`src/rtl/music_pkg.sv`:
```
// rtl/music_pkg.sv - shared types and constants for the song reader
//
// Purpose: FSM state encoding, default widths and the end-of-song marker
// used by song_reader and song_rom.
package music_pkg;

  typedef enum logic [2:0] {
    IDLE  = 3'd0,
    FETCH = 3'd1,
    ISSUE = 3'd2,
    WAIT  = 3'd3,
    END   = 3'd4
  } state_e;

  localparam int unsigned DEF_IDX_WIDTH  = 5;
  localparam int unsigned DEF_NOTE_WIDTH = 6;
  localparam int unsigned DEF_DUR_WIDTH  = 6;
  localparam int unsigned DEF_SKIP       = 4;

  // Song select forms the upper ROM address bits.
  localparam int unsigned SONG_WIDTH = 2;

  // A ROM word whose duration field equals this value ends the song.
  localparam int unsigned END_OF_SONG_DUR = 0;

endpackage

```
`src/rtl/song_rom.sv`:
```
// rtl/song_rom.sv - synchronous-read note ROM
//
// Purpose: holds {note, duration} words for all songs, one-cycle read latency.
// The image arrives through INIT, which the build generates from the song
// file; word a occupies INIT[a*DATA_WIDTH +: DATA_WIDTH].
// Ports:
//   clk    - clock
//   addr_i - read address {song, idx}
//   data_o - registered read data {note, duration}
module song_rom
  import music_pkg::*;
#(
  parameter int unsigned ADDR_WIDTH = SONG_WIDTH + DEF_IDX_WIDTH,
  parameter int unsigned DATA_WIDTH = DEF_NOTE_WIDTH + DEF_DUR_WIDTH,
  parameter logic [(2**ADDR_WIDTH)*DATA_WIDTH-1:0] INIT = '0
) (
  input  logic                  clk,
  input  logic [ADDR_WIDTH-1:0] addr_i,
  output logic [DATA_WIDTH-1:0] data_o
);

  localparam int unsigned DEPTH = 2**ADDR_WIDTH;

  logic [DATA_WIDTH-1:0] rom [DEPTH];
  logic [DATA_WIDTH-1:0] data_q;

  for (genvar a = 0; a < DEPTH; a++) begin : g_word
    assign rom[a] = INIT[a*DATA_WIDTH +: DATA_WIDTH];
  end

  always_ff @(posedge clk) begin
    data_q <= rom[addr_i];
  end

  assign data_o = data_q;

endmodule

```
`src/rtl/song_reader.sv`:
```
// rtl/song_reader.sv - fetches notes of the selected song for the note player
//
// Purpose: walks the note index of the current song, reads each ROM word and
// hands it to the note player, honours rewind/ff skips and reports song end.
// Ports:
//   clk          - clock
//   reset        - synchronous active-high reset
//   play         - level, playback enabled
//   rewind       - pulse, step back SKIP notes (saturating at 0)
//   ff           - pulse, step forward SKIP notes (past the end -> song end)
//   reset_player - pulse, restart at note 0
//   song         - selected song, upper ROM address bits
//   note_done    - pulse from note player, current note finished
//   new_note     - pulse, note/duration valid
//   note         - registered note code
//   duration     - registered duration
//   song_done    - pulse, end of song reached
module song_reader
  import music_pkg::*;
#(
  parameter int unsigned IDX_WIDTH  = DEF_IDX_WIDTH,
  parameter int unsigned NOTE_WIDTH = DEF_NOTE_WIDTH,
  parameter int unsigned DUR_WIDTH  = DEF_DUR_WIDTH,
  parameter int unsigned SKIP       = DEF_SKIP,
  parameter logic [(2**(SONG_WIDTH+IDX_WIDTH))*(NOTE_WIDTH+DUR_WIDTH)-1:0] ROM_INIT = '0
) (
  input  logic                  clk,
  input  logic                  reset,
  input  logic                  play,
  input  logic                  rewind,
  input  logic                  ff,
  input  logic                  reset_player,
  input  logic [SONG_WIDTH-1:0] song,
  input  logic                  note_done,
  output logic                  new_note,
  output logic [NOTE_WIDTH-1:0] note,
  output logic [DUR_WIDTH-1:0]  duration,
  output logic                  song_done
);

  localparam int unsigned WORD_WIDTH = NOTE_WIDTH + DUR_WIDTH;
  localparam int unsigned ADDR_WIDTH = SONG_WIDTH + IDX_WIDTH;

  localparam logic [IDX_WIDTH-1:0] IDX_LAST = '1;
  localparam logic [IDX_WIDTH:0]   SKIP_EXT = (IDX_WIDTH+1)'(SKIP);
  localparam logic [IDX_WIDTH-1:0] SKIP_IDX = IDX_WIDTH'(SKIP);
  localparam logic [DUR_WIDTH-1:0] END_DUR  = DUR_WIDTH'(END_OF_SONG_DUR);

  state_e                state_q, state_d;
  logic [IDX_WIDTH-1:0]  idx_q, idx_d;
  logic [NOTE_WIDTH-1:0] note_q, note_d;
  logic [DUR_WIDTH-1:0]  dur_q, dur_d;
  logic                  new_note_q, new_note_d;
  logic                  song_done_q, song_done_d;

  logic [WORD_WIDTH-1:0] rom_data;
  logic [NOTE_WIDTH-1:0] rom_note;
  logic [DUR_WIDTH-1:0]  rom_dur;
  logic [IDX_WIDTH:0]    ff_sum;

  // The ROM samples {song, idx} every cycle; the word captured on the FETCH
  // edge is the one ISSUE acts on, so a song change lands at the next FETCH.
  song_rom #(
    .ADDR_WIDTH (ADDR_WIDTH),
    .DATA_WIDTH (WORD_WIDTH),
    .INIT       (ROM_INIT)
  ) u_rom (
    .clk    (clk),
    .addr_i ({song, idx_q}),
    .data_o (rom_data)
  );

  assign {rom_note, rom_dur} = rom_data;

  // One extra bit so a skip past the last note shows up as a carry.
  assign ff_sum = {1'b0, idx_q} + SKIP_EXT;

  always_comb begin
    state_d     = state_q;
    idx_d       = idx_q;
    note_d      = note_q;
    dur_d       = dur_q;
    new_note_d  = 1'b0;
    // Reported for any cycle spent in END, even when a higher-priority
    // command redirects the FSM in that same cycle.
    song_done_d = (state_q == END);

    if (reset_player) begin
      state_d = IDLE;
      idx_d   = '0;
    end else if (rewind) begin
      idx_d   = ({1'b0, idx_q} >= SKIP_EXT) ? (idx_q - SKIP_IDX) : '0;
      state_d = IDLE;
    end else if (ff) begin
      if (ff_sum[IDX_WIDTH]) begin
        state_d = END;
      end else begin
        idx_d   = ff_sum[IDX_WIDTH-1:0];
        state_d = IDLE;
      end
    end else begin
      unique case (state_q)
        IDLE: begin
          if (play) state_d = FETCH;
        end
        FETCH: begin
          state_d = ISSUE;
        end
        ISSUE: begin
          if (rom_dur == END_DUR) begin
            state_d = END;
          end else begin
            note_d     = rom_note;
            dur_d      = rom_dur;
            new_note_d = 1'b1;
            state_d    = WAIT;
          end
        end
        WAIT: begin
          // Dropping play here does not leave WAIT; the player pauses itself.
          if (note_done) begin
            if (idx_q == IDX_LAST) begin
              state_d = END;
            end else begin
              idx_d   = idx_q + 1'b1;
              state_d = play ? FETCH : IDLE;
            end
          end
        end
        END: begin
          idx_d   = '0;
          state_d = IDLE;
        end
        default: begin
          state_d = IDLE;
        end
      endcase
    end
  end

  always_ff @(posedge clk) begin
    if (reset) begin
      state_q     <= IDLE;
      idx_q       <= '0;
      note_q      <= '0;
      dur_q       <= '0;
      new_note_q  <= 1'b0;
      song_done_q <= 1'b0;
    end else begin
      state_q     <= state_d;
      idx_q       <= idx_d;
      note_q      <= note_d;
      dur_q       <= dur_d;
      new_note_q  <= new_note_d;
      song_done_q <= song_done_d;
    end
  end

  assign new_note  = new_note_q;
  assign note      = note_q;
  assign duration  = dur_q;
  assign song_done = song_done_q;

endmodule

```
`config.mk`:
```
export PLATFORM = sky130hd
export DESIGN_NAME = song_reader
export DESIGN_NICKNAME = d
export VERILOG_FILES = /design/src/rtl/music_pkg.sv /design/src/rtl/song_rom.sv /design/src/rtl/song_reader.sv
export SDC_FILE = /design/constraint.sdc
export NUM_CORES = 1
export LEC_CHECK = 0
export CAP_MARGIN = 20
export CORE_MARGIN = 2
export CORE_UTILIZATION = 35
export CTS_BUF_LIST = sky130_fd_sc_hd__clkbuf_2 sky130_fd_sc_hd__clkbuf_4 sky130_fd_sc_hd__clkbuf_8
export CTS_CLUSTER_SIZE = 12
export DETAILED_ROUTE_END_ITERATION = 10
export GPL_TIMING_DRIVEN = 0
export RECOVER_POWER = 50
export REMOVE_ABC_BUFFERS = 1
export SETUP_SLACK_MARGIN = 0.4
export SLEW_MARGIN = 5
export SYNTH_ARGS = -nofsm -noshare
export SYNTH_HDL_FRONTEND = slang
export SYNTH_SLANG_ARGS = --single-unit
```
`constraint.sdc`:
```
create_clock -name clk -period 2.4 [get_ports clk]
set_input_delay 0.48 -clock clk [delete_from_list [all_inputs] [get_ports clk]]
set_output_delay 0.48 -clock clk [all_outputs]
set_load 0.02 [all_outputs]
```
==> key figures, run 1 <==
Status
  – Status: finished clean

Clock network
  – Number of buffers between clock root and the deepest sink: 2
  – CTS sink cnt: 9
  – Clock tree from TritonCTS: built
  – H-Tree Level Count: 1
  – CTS root buf: sky130_fd_sc_hd__clkbuf_4
  – Hold buffer count at CTS: 0
  – Clock input transition at the sequential cells of the worst setup and hold paths: 0.06 ns
  – Number of clock buffers inserted by TritonCTS: 3
  – Clk Latency, worst-skew pair: approximately 0.27 ns

Power and ir drop
  – Worst vdd rail ir drop: around 0.24 mV
  – Power per cell area: 401 nW/µm²
  – Switching power total: 0.108 mW
  – Portion of total power attributed to combinational logic: 0.214
  – Leak Pwr: between 0.3 and 0.4 nW
  – Total design power: approximately 0.37 mW
  – Clock network power share: 0.356
  – Sequential Power Share: 0.429
  – Sw Ratio: 0.295
  – Cell internal pwr: 0.257 mW

Logic synthesis
  – Post-synth top area cell: sky130_fd_sc_hd__dfxtp_1
  – Post-synth ARST share: 0
  – Share of synthesized cell area in full adder, half adder and majority cells: 0.0901
  – Mux share of post-synthesis cell area: 0
  – Post-synth top area share: 0.216
  – Area share of xor/xnor cells in the synthesized design: 0.0105
  – Top cells by area, synth: sky130_fd_sc_hd__dfxtp_1 22%, sky130_fd_sc_hd__buf_4 12%, sky130_fd_sc_hd__ha_1 9.0%
  – Sequential share of the synthesized area: 0.216
  – Yosys warning total: 0
  – Synthesized area: 833 µm²
  – Number of library cell types mapped by synthesis: 41
  – Primary FF master, synth: sky130_fd_sc_hd__dfxtp_1
  – Mapped Cells: 103
  – Top-count cell post-synth: sky130_fd_sc_hd__buf_4
  – Number of flops mapped to enable cells by yosys: 0
  – Synth Area in Simple Gates: 0.279
  – Synth Area in Compound Gates: 0.213
  – Combinational family with the most area after synthesis: simple AND/OR/NAND/NOR gates
  – Commonest cells in the netlist: 13 x sky130_fd_sc_hd__buf_4, 9 x sky130_fd_sc_hd__dfxtp_1, 8 x sky130_fd_sc_hd__nand2_1
  – Total of flip-flops plus latches after synthesis: 9
  – Average size of a mapped cell: 8.09 µm²

Detailed routing
  – DR iter-0 viols: 19
  – Post-route DRC: 0
  – Vias per std cell: around 5.3
  – Number of detailed-route iterations in the first pass: 4
  – Final antenna-violating net count: 0
  – Total wire length: ~1700 µm
  – Routed wire per std cell: about 12 µm
  – Total via count after detailed routing: between 700 and 800

Finish
  – Final #Nets: 126
  – Antenna diodes: 0
  – Fraction of final layout cells sized beyond drive strength 1: 0.155
  – Summed area of non-filler cells in the final layout: about 900 µm²
  – Utilization after layout: 0.407
  – Number of fill cells in the layout: ~250
  – Non-filler instance count after layout: 138
  – Area Overhead vs Synth: 9.16%

Timing
  – Final critical-path setup slack: a little over 0.4 ns
  – Transition time of the tightest slew-check pin: 0.543 ns
  – Setup repair after global routing missed its margin: false
  – Final Hold Vio Count: 0
  – Worst hold slack: a little over 0.5 ns
  – Setup Total Neg Slack: 0 ns
  – Minimum clock period after layout: 2.00 ns
  – Setup-violating endpoint count in the final report: 0
  – Headroom to the max-slew limit: 0.638
  – Final-report max-slew violation count: 0
  – Skew final: 0.00248 ns
  – Tcrit/Tclk final: 0.832
  – Max Freq: ~500 MHz

Min path
  – Worst hold-check path type: reg -> reg

Critical path
  – Worst reg2reg setup slack: roughly 0.40 ns
  – Data arrival time of the critical path: 2.13 ns
  – Critical path peak fanout: 7
  – Endpoint class of the critical path: register
  – Reg2Reg Capture Point: idx_q[2]$_SDFFE_PP0P_
  – Setup CP Type: reg -> reg
  – Critical R2R Launch: idx_q[2]$_SDFFE_PP0P_
  – Critical Path RT: between 2 and 3 ns
  – Setup crit start: idx_q[2]$_SDFFE_PP0P_
  – CP endpoint: idx_q[2]$_SDFFE_PP0P_
  – Kind of launch point of the worst setup path: register
  – Length in cells of the worst reg-to-reg path: 7

Floorplan
  – Die footprint: 2790 µm²
  – Ports: 23
  – Initial cell density of the core: 0.373
  – Standard-cell row count: 17
  – Horizontal extent of the die: around 53 µm
  – Die Span Y: 52.8 µm
  – CORE AREA: between 2000 and 2500 µm²

Global routing
  – Number of global-route vias before repair: between 600 and 700
  – GRT Resource Usage Total: 0.140
  – First-pass GRT wire length: roughly 2800 µm
  – Overflow after GRT: 0
  – Initial antenna violation count: 0
  – Largest net degree at the start of global routing: 12

Placement
  – Total placed cells including tap cells: about 130
  – Post-placement cell area: 851 µm²
  – Worst Setup Slack post-DPL: 0.0677 ns
  – Sum of net half-perimeters after detailed placement: roughly 1300 µm
  – I/O Buffers: 7
  – Final weighted congestion in routability-driven placement: 0.790

Job
  – Maxcap violations: 0
==> critical path: stages, from the launching register on <==
cell and delay, ns:
sky130_fd_sc_hd__dfxtp_1 0.45, sky130_fd_sc_hd__ha_2 0.23, sky130_fd_sc_hd__and2_1 0.13, sky130_fd_sc_hd__ha_2 0.19, sky130_fd_sc_hd__and4bb_2 0.26, sky130_fd_sc_hd__or3_4 0.36, sky130_fd_sc_hd__a41oi_1 0.19, sky130_fd_sc_hd__a311oi_1 0.06
==> logic make-up after synthesis <==
family,after synthesis
other cells,1
simple gates,39
compound gates,23
flops,9
xor+xnor,1
fa+ha+maj,6
buf+inv,24
==> area by class of cell <==
class	instances	area (µm²)	area share
well taps	28	35.0	0.0385
multi-input cells	82	551	0.605
flip-flops and latches	9	184	0.202
repair buffers	9	87.6	0.0963
inverters	6	22.5	0.0248
clock buffers	4	30.0	0.0330
==> state kept, by name (all words and copies together) (netlist names) <==
| signal | flops |
|---|---|
| idx_q | 5 |
| state_q | 3 |
| song_done | 1 |
==> worst min path at each step <==
stage                               start               endpoint  cells after the start
detailed placement  idx_q[0]$_SDFFE_PP0P_  idx_q[0]$_SDFFE_PP0P_                      2
global placement    idx_q[0]$_SDFFE_PP0P_  idx_q[0]$_SDFFE_PP0P_                      2
global route        idx_q[0]$_SDFFE_PP0P_  idx_q[0]$_SDFFE_PP0P_                      2
floorplan           idx_q[1]$_SDFFE_PP0P_  idx_q[1]$_SDFFE_PP0P_                      2
CTS                 idx_q[0]$_SDFFE_PP0P_  idx_q[0]$_SDFFE_PP0P_                      2
finish              idx_q[0]$_SDFFE_PP0P_  idx_q[0]$_SDFFE_PP0P_                      2
==> cell usage in the layout (no fill, tap or decap), types with 4 or more instances in the layout <==
cell type | synthesis | layout
sky130_fd_sc_hd__conb_1 | 1 | 13
sky130_fd_sc_hd__nor3_1 | 5 | 5
sky130_fd_sc_hd__inv_1 | 6 | 6
sky130_fd_sc_hd__clkbuf_4 | 0 | 4
sky130_fd_sc_hd__clkdlybuf4s50_1 | 0 | 4
sky130_fd_sc_hd__a21oi_1 | 4 | 4
sky130_fd_sc_hd__dfxtp_1 | 9 | 6
sky130_fd_sc_hd__nor2_1 | 5 | 5
sky130_fd_sc_hd__nand2_1 | 8 | 8
==> timing repair <==
| item | in CTS | in global routing |
|---|---|---|
| gates resized for setup | 2 | 8 |
| setup buffers | 0 | 2 |
| endpoints found under the setup margin | 2 | 3 |
| pin swaps | 0 | 2 |
==> metal layers <==
metal,wire length [µm],part of all wire,up-vias,global-route usage
met3,119,0.071,5,0.0600
met4,23,0.014,0,0.0385
met5,0,0,-,0
met2,829,0.49,26,0.217
li1,-,-,366,-
met1,705,0.42,333,0.175
==> power groups by stage <==
stage | registers (mW) | clock network [mW] | logic, mW
after floorplan | 0.159 | 0 | 0.0529
after global placement | 0.160 | 0 | 0.0744
after detailed placement | 0.160 | 0 | 0.0755
after CTS | 0.157 | 0.136 | 0.0767
after global routing | 0.157 | 0.145 | 0.0877
final | 0.157 | 0.130 | 0.0782
(Power assumes the default switching activity.)
==> inputs of run 2 (changes only) <==
==> constraint.sdc (replaced) <==
create_clock -name clk -period 2.05 [get_ports clk]
set_input_delay 0.41 -clock clk [delete_from_list [all_inputs] [get_ports clk]]
set_output_delay 0.41 -clock clk [all_outputs]
set_load 0.02 [all_outputs]
==> key figures, run 2 (synthesized netlist as in run 1, its figures left out) <==
Detailed routing
  – Vias per std cell: 5.29 (about the same)
  – Number of detailed-route iterations in the first pass: 4 (unchanged)
  – Post-route DRC: 0 (unchanged)
  – Final antenna-violating net count: 0 (unchanged)
  – Total wire length: 2080 µm (+24%)
  – Total via count after detailed routing: 778 (+6.6%)
  – DR iter-0 viols: 19 (unchanged)
  – Routed wire per std cell: 14.1 µm (+16%)

Finish
  – Antenna diodes: 0 (unchanged)
  – Area Overhead vs Synth: 29.1%
  – Number of fill cells in the layout: 235 (-5.2%)
  – Most common cell after layout, fill and taps aside: sky130_fd_sc_hd__conb_1
  – Largest register FFs: 5 (unchanged)
  – Most used cells in the layout excluding fill and tap cells: 13 x sky130_fd_sc_hd__conb_1, 11 x sky130_fd_sc_hd__buf_4, 7 x sky130_fd_sc_hd__nand2_1
  – Final #Nets: 135 (+7.1%)
  – Largest register by flop count: idx_q
  – Fraction of final layout cells sized beyond drive strength 1: 0.311 (+0.156)

Critical path
  – Critical Path RT: 2.24 ns (-0.29 ns)
  – Setup CP Type: reg -> reg
  – Endpoint class of the critical path: register
  – Kind of launch point of the worst setup path: register
  – Data arrival time of the critical path: 1.99 ns (-0.14 ns)
  – Critical path peak fanout: 3 (-4)

Clock network
  – CTS root buf: sky130_fd_sc_hd__clkbuf_4
  – Hold buffer count at CTS: 0 (unchanged)
  – Clock input transition at the sequential cells of the worst setup and hold paths: 0.06 ns (about the same)
  – Clock tree from TritonCTS: built
  – Number of clock buffers inserted by TritonCTS: 3 (unchanged)
  – CTS sink cnt: 9 (unchanged)
  – H-Tree Level Count: 1 (unchanged)
  – Number of buffers between clock root and the deepest sink: 2 (unchanged)
  – Clk Latency, worst-skew pair: 0.27 ns (about the same)

Placement
  – Sum of net half-perimeters after detailed placement: 1290 µm (unchanged)
  – I/O Buffers: 7 (unchanged)
  – Worst Setup Slack post-DPL: -0.212 ns (-0.280 ns)
  – Final weighted congestion in routability-driven placement: 0.790 (unchanged)

Timing
  – Max Freq: 554 MHz (+11%)
  – Worst hold slack: 0.489 ns (-0.0231 ns)
  – Tcrit/Tclk final: 0.880 (+0.0480)
  – Setup-violating endpoint count in the final report: 0 (unchanged)
  – Minimum clock period after layout: 1.80 ns (-0.193 ns)
  – Final-report max-slew violation count: 0 (unchanged)
  – Skew final: 0.00325 ns (+0.000764 ns)
  – Final Hold Vio Count: 0 (unchanged)
  – Final critical-path setup slack: 0.246 ns (-0.157 ns)
  – Setup repair after global routing missed its margin: true

Floorplan
  – Horizontal extent of the die: 52.8 µm (unchanged)
  – Standard-cell row count: 17 (unchanged)
  – Ports: 23 (unchanged)
  – CORE AREA: 2230 µm² (unchanged)
  – Die footprint: 2790 µm² (unchanged)
  – Initial cell density of the core: 0.373 (unchanged)
  – Die Span Y: 52.8 µm (unchanged)

Power and ir drop
  – Worst vdd rail ir drop: 0.292 mV (+19%)
  – Total design power: 0.451 mW (+23%)
  – Leak Pwr: 0.436 nW (+17%)
  – Power per cell area: 419 nW/µm² (+4.3%)

Global routing
  – Number of global-route vias before repair: 739 (+21%)
  – GRT Resource Usage Total: 0.176 (+0.0361)
  – Largest net degree at the start of global routing: 12 (unchanged)
  – Overflow after GRT: 0 (unchanged)
  – Initial antenna violation count: 0 (unchanged)
  – First-pass GRT wire length: 3510 µm (+26%)

Job
  – Maxcap violations: 0 (unchanged)

Min path
  – Worst hold-check path type: reg -> reg

Status
  – Status: finished clean
-- run 2: path summary, 6_finish.rpt --
| path | startpoint | endpoint | slack (ns) | depth (start not counted) |
|---|---|---|---|---|
| hold / removal | idx_q[2]$_SDFFE_PP0P_ | idx_q[2]$_SDFFE_PP0P_ | 0.49 | 1 |
| setup reg to reg | idx_q[0]$_SDFFE_PP0P_ | idx_q[3]$_SDFFE_PP0P_ | 0.25 | 8 |
| setup / recovery | idx_q[0]$_SDFFE_PP0P_ | idx_q[3]$_SDFFE_PP0P_ | 0.25 | 8 |
| hold reg to reg | idx_q[2]$_SDFFE_PP0P_ | idx_q[2]$_SDFFE_PP0P_ | 0.49 | 1 |
-- run 2: timing repair --
item,CTS,global route
setup buffers,11,0
setup endpoints to repair,5,5
pin swaps,14,3
hold endpoints to repair,0,0
resized for setup,23,8
-- run 2: metrics by stage --
step	TNS (ns)	util	cells	area (µm²)
after floorplan	0	-	97	746
after global placement	-0.476	0.381	132	851
after detailed placement	-0.553	0.381	132	851
after CTS	0	0.473	147	1060
after global routing	0	0.482	147	1080
final	0	0.482	147	1080
-- run 2: cell type report --
class,count,area (µm²),share of cell area
multi-input cells,82,649,0.603
clock buffers,4,30.0,0.0279
well taps,28,35.0,0.0326
repair buffers,18,150,0.140
flip-flops and latches,9,189,0.176
inverters,6,22.5,0.0209
-- run 2: routing by layer --
layer,up-vias,routed length [µm],global-route usage
li1,378,-,-
met4,0,61,0.0556
met2,28,1060,0.315
met5,-,0,0
met3,9,108,0.0629
met1,363,841,0.191
-- run 2: worst max-delay path: stages, from the launching register on --
cell and delay [ns]:
sky130_fd_sc_hd__dfxtp_1 0.33, sky130_fd_sc_hd__ha_1 0.19, sky130_fd_sc_hd__and2_4 0.16, sky130_fd_sc_hd__ha_4 0.12
sky130_fd_sc_hd__and4bb_2 0.25, sky130_fd_sc_hd__buf_4 0.14, sky130_fd_sc_hd__a211o_1 0.27, sky130_fd_sc_hd__a21o_1 0.16
sky130_fd_sc_hd__a21oi_1 0.11
-- run 2: where the power goes --
part           switching (mW)  internal, mW  leakage [nW]  total, mW
Sequential            0.00532         0.177        0.0748      0.182
Combinational          0.0681        0.0473         0.343      0.115
Clock                  0.0648        0.0884        0.0184      0.153
Total                   0.138         0.312         0.436      0.451
==> inputs of run 3 (changes only) <==
--- a/config.mk
+++ b/config.mk
@@ -7,13 +7,14 @@
 export LEC_CHECK = 0
 export CAP_MARGIN = 20
 export CORE_MARGIN = 2
-export CORE_UTILIZATION = 35
+export CORE_UTILIZATION = 43
 export CTS_BUF_LIST = sky130_fd_sc_hd__clkbuf_2 sky130_fd_sc_hd__clkbuf_4 sky130_fd_sc_hd__clkbuf_8
 export CTS_CLUSTER_SIZE = 12
 export DETAILED_ROUTE_END_ITERATION = 10
+export GPL_ROUTABILITY_DRIVEN = 0
 export GPL_TIMING_DRIVEN = 0
+export PLACE_DENSITY = 0.73
 export RECOVER_POWER = 50
-export REMOVE_ABC_BUFFERS = 1
 export SETUP_SLACK_MARGIN = 0.4
 export SLEW_MARGIN = 5
 export SYNTH_ARGS = -nofsm -noshare
==> key figures, run 3 (synthesized netlist as in run 1, its figures left out) <==
Critical path
  – Critical-path top delay cell: sky130_fd_sc_hd__dfxtp_4
  – Family of cells with the greatest summed delay on the critical path: compound AO/OA/AOI/OAI gates
  – Worst reg2reg setup slack: 0.22 ns (-0.03 ns)
  – Kind of launch point of the worst setup path: register
  – Setup CP Type: reg -> reg
  – Critical path peak fanout: 3 (unchanged)
  – Count of buffering cells on the critical path with inverters included: 1 (unchanged)
  – Cell-by-cell listing of the critical path: ha_4 > and2_4 > ha_4 > and4bb_2 > buf_4 > a211o_1 > a21o_1 > a21oi_2
  – Endpoint class of the critical path: register
  – Critical Path RT: 2.24 ns (about the same)
  – Data arrival time of the critical path: 2.02 ns (+0.03 ns)
  – Crit path largest cell delay: 0.36 ns (+0.03 ns)
  – Most frequent cell on the critical path: sky130_fd_sc_hd__ha_4

Timing
  – Skew final: 0.0132 ns (+0.00991 ns)
  – Final critical-path setup slack: 0.216 ns (-0.0294 ns)
  – Worst hold slack: 0.648 ns (+0.159 ns)
  – Setup-violating endpoint count in the final report: 0 (unchanged)
  – Final Hold Vio Count: 0 (unchanged)
  – Setup repair after global routing missed its margin: true
  – Final-report max-slew violation count: 0 (unchanged)
  – Setup Total Neg Slack: 0 ns (unchanged)
  – Max Freq: 545 MHz (-1.6%)
  – Minimum clock period after layout: 1.83 ns (+0.0294 ns)
  – Tcrit/Tclk final: 0.894 (+0.0144)

Global routing
  – First-pass GRT wire length: 3440 µm (-2.0%)
  – Overflow after GRT: 0 (unchanged)
  – Largest net degree at the start of global routing: 11 (-1)
  – Number of global-route vias before repair: 751 (+1.6%)
  – GRT Resource Usage Total: 0.234 (+0.0579)
  – Initial antenna violation count: 0 (unchanged)

Detailed routing
  – Routed wire per std cell: 14.1 µm (about the same)
  – Vias per std cell: 5.18 (-2.2%)
  – Post-route DRC: 0 (unchanged)
  – Total wire length: 2240 µm (+8.1%)
  – Number of detailed-route iterations in the first pass: 4 (unchanged)
  – DR iter-0 viols: 29 (+10)
  – Final antenna-violating net count: 0 (unchanged)
  – Total via count after detailed routing: 823 (+5.8%)

Finish
  – Final #Nets: 150 (+11%)
  – Largest register by flop count: idx_q
  – Multi-input gate area in the final layout: 633 µm² (-2.5%)
  – Area Overhead vs Synth: 40.7%
  – Number of fill cells in the layout: 165 (-30%)
  – Fraction of final layout cells sized beyond drive strength 1: 0.366 (+0.0547)
  – Largest register FFs: 5 (unchanged)
  – Antenna diodes: 0 (unchanged)
  – Most used cells in the layout excluding fill and tap cells: 21 x sky130_fd_sc_hd__buf_4, 13 x sky130_fd_sc_hd__conb_1, 8 x sky130_fd_sc_hd__nand2_1
  – Most common cell after layout, fill and taps aside: sky130_fd_sc_hd__buf_4
  – Total area of sequential cells: 193 µm² (+2.0%)
  – Non-filler instance count after layout: 159 (+8.2%)

Power and ir drop
  – Power per cell area: 403 nW/µm² (-3.8%)
  – Leak Pwr: 0.503 nW (+15%)
  – Worst vdd rail ir drop: 0.365 mV (+25%)

Floorplan
  – Standard-cell row count: 15 (-2)
  – Horizontal extent of the die: 48.0 µm (-9.0%)
  – Die Span Y: 48.0 µm (-9.0%)
  – Initial cell density of the core: 0.467 (+0.0943)
  – CORE AREA: 1780 µm² (-20%)
  – Die footprint: 2310 µm² (-17%)
  – Ports: 23 (unchanged)

Placement
  – Worst Setup Slack post-DPL: -0.128 ns (+0.0843 ns)
  – Sum of net half-perimeters after detailed placement: 1420 µm (+9.8%)
  – I/O Buffers: 7 (unchanged)
  – Total placed cells including tap cells: 147 (+11%)

Clock network
  – Number of clock buffers inserted by TritonCTS: 3 (unchanged)
  – H-Tree Level Count: 1 (unchanged)
  – Clk Latency, worst-skew pair: 0.28 ns (about the same)
  – CTS root buf: sky130_fd_sc_hd__clkbuf_4
  – Number of buffers between clock root and the deepest sink: 2 (unchanged)
  – Hold buffer count at CTS: 0 (unchanged)
  – CTS sink cnt: 9 (unchanged)
  – Clock tree from TritonCTS: built
  – Clock input transition at the sequential cells of the worst setup and hold paths: 0.07 ns (about the same)

Job
  – Maxcap violations: 0 (unchanged)

Min path
  – Worst hold-check path type: reg -> reg

Status
  – Status: finished clean
[run 3: cell types whose count changed in the layout (fill, tap and decap cells not counted), sizes merged]
cell / previous run / this run
buf: 11 / 24
clkbuf: 4 / 6
dlygate4sd2: 2 / 1
dlygate4sd3: 1 / 2
[run 3: worst reg2reg max path, delay by kind of cell, from the launching register on]
family | cells | cell delay (ns)
adder cells (fa/ha/maj) | 2 | 0.27
flip-flops | 1 | 0.36
AND/OR/NAND/NOR | 2 | 0.41
buffers and inverters | 1 | 0.14
AO/OA/AOI/OAI | 3 | 0.59
[run 3: metrics by stage]
step,util,power [mW],cell area [µm²]
3_5_place_dp,0.578,0.302,1030
6_report,0.658,0.472,1170
3_3_place_gp,0.578,0.301,1030
2_1_floorplan,-,0.277,928
4_1_cts,0.657,0.474,1170
5_1_grt,0.658,0.502,1170
[run 3: final timing paths]
check	from	end	cells past startpoint
worst max-delay path	idx_q[1]$_SDFFE_PP0P_	idx_q[3]$_SDFFE_PP0P_	8
worst min-delay path	state_q[1]$_SDFFE_PP0P_	state_q[1]$_SDFFE_PP0P_	3
worst max register to register	idx_q[1]$_SDFFE_PP0P_	idx_q[3]$_SDFFE_PP0P_	8
worst min register to register	state_q[1]$_SDFFE_PP0P_	state_q[1]$_SDFFE_PP0P_	3
[run 3: timing repair]
| item | CTS | global route |
|---|---|---|
| resized for setup | 10 | 1 |
| hold endpoints to repair | 0 | 0 |
| buffers inserted | 8 | 0 |
| setup endpoints to repair | 5 | 5 |
| pin swaps | 7 | 1 |
[run 3: area by class of cell]
class	instances	share of cell area
Multi-Input combinational cell	82	0.540
Sequential cell	9	0.164
Buffer	18	0.114
Timing Repair Buffer	15	0.110
Tap cell	25	0.0267
Clock buffer	4	0.0256
Inverter	6	0.0192
[run 3: per-layer routing]
metal | global-route usage | part of all wire | vias up
li1 | - | - | 408
met1 | 0.234 | 0.37 | 371
met2 | 0.413 | 0.53 | 33
met3 | 0.0679 | 0.058 | 11
met4 | 0.157 | 0.037 | 0
met5 | 0 | 0 | -
[run 3: report_power, final]
part	switching (mW)	internal, mW
Clock	0.0687	0.0885
Combinational	0.0727	0.0627
Sequential	0.00443	0.175
Total	0.146	0.327
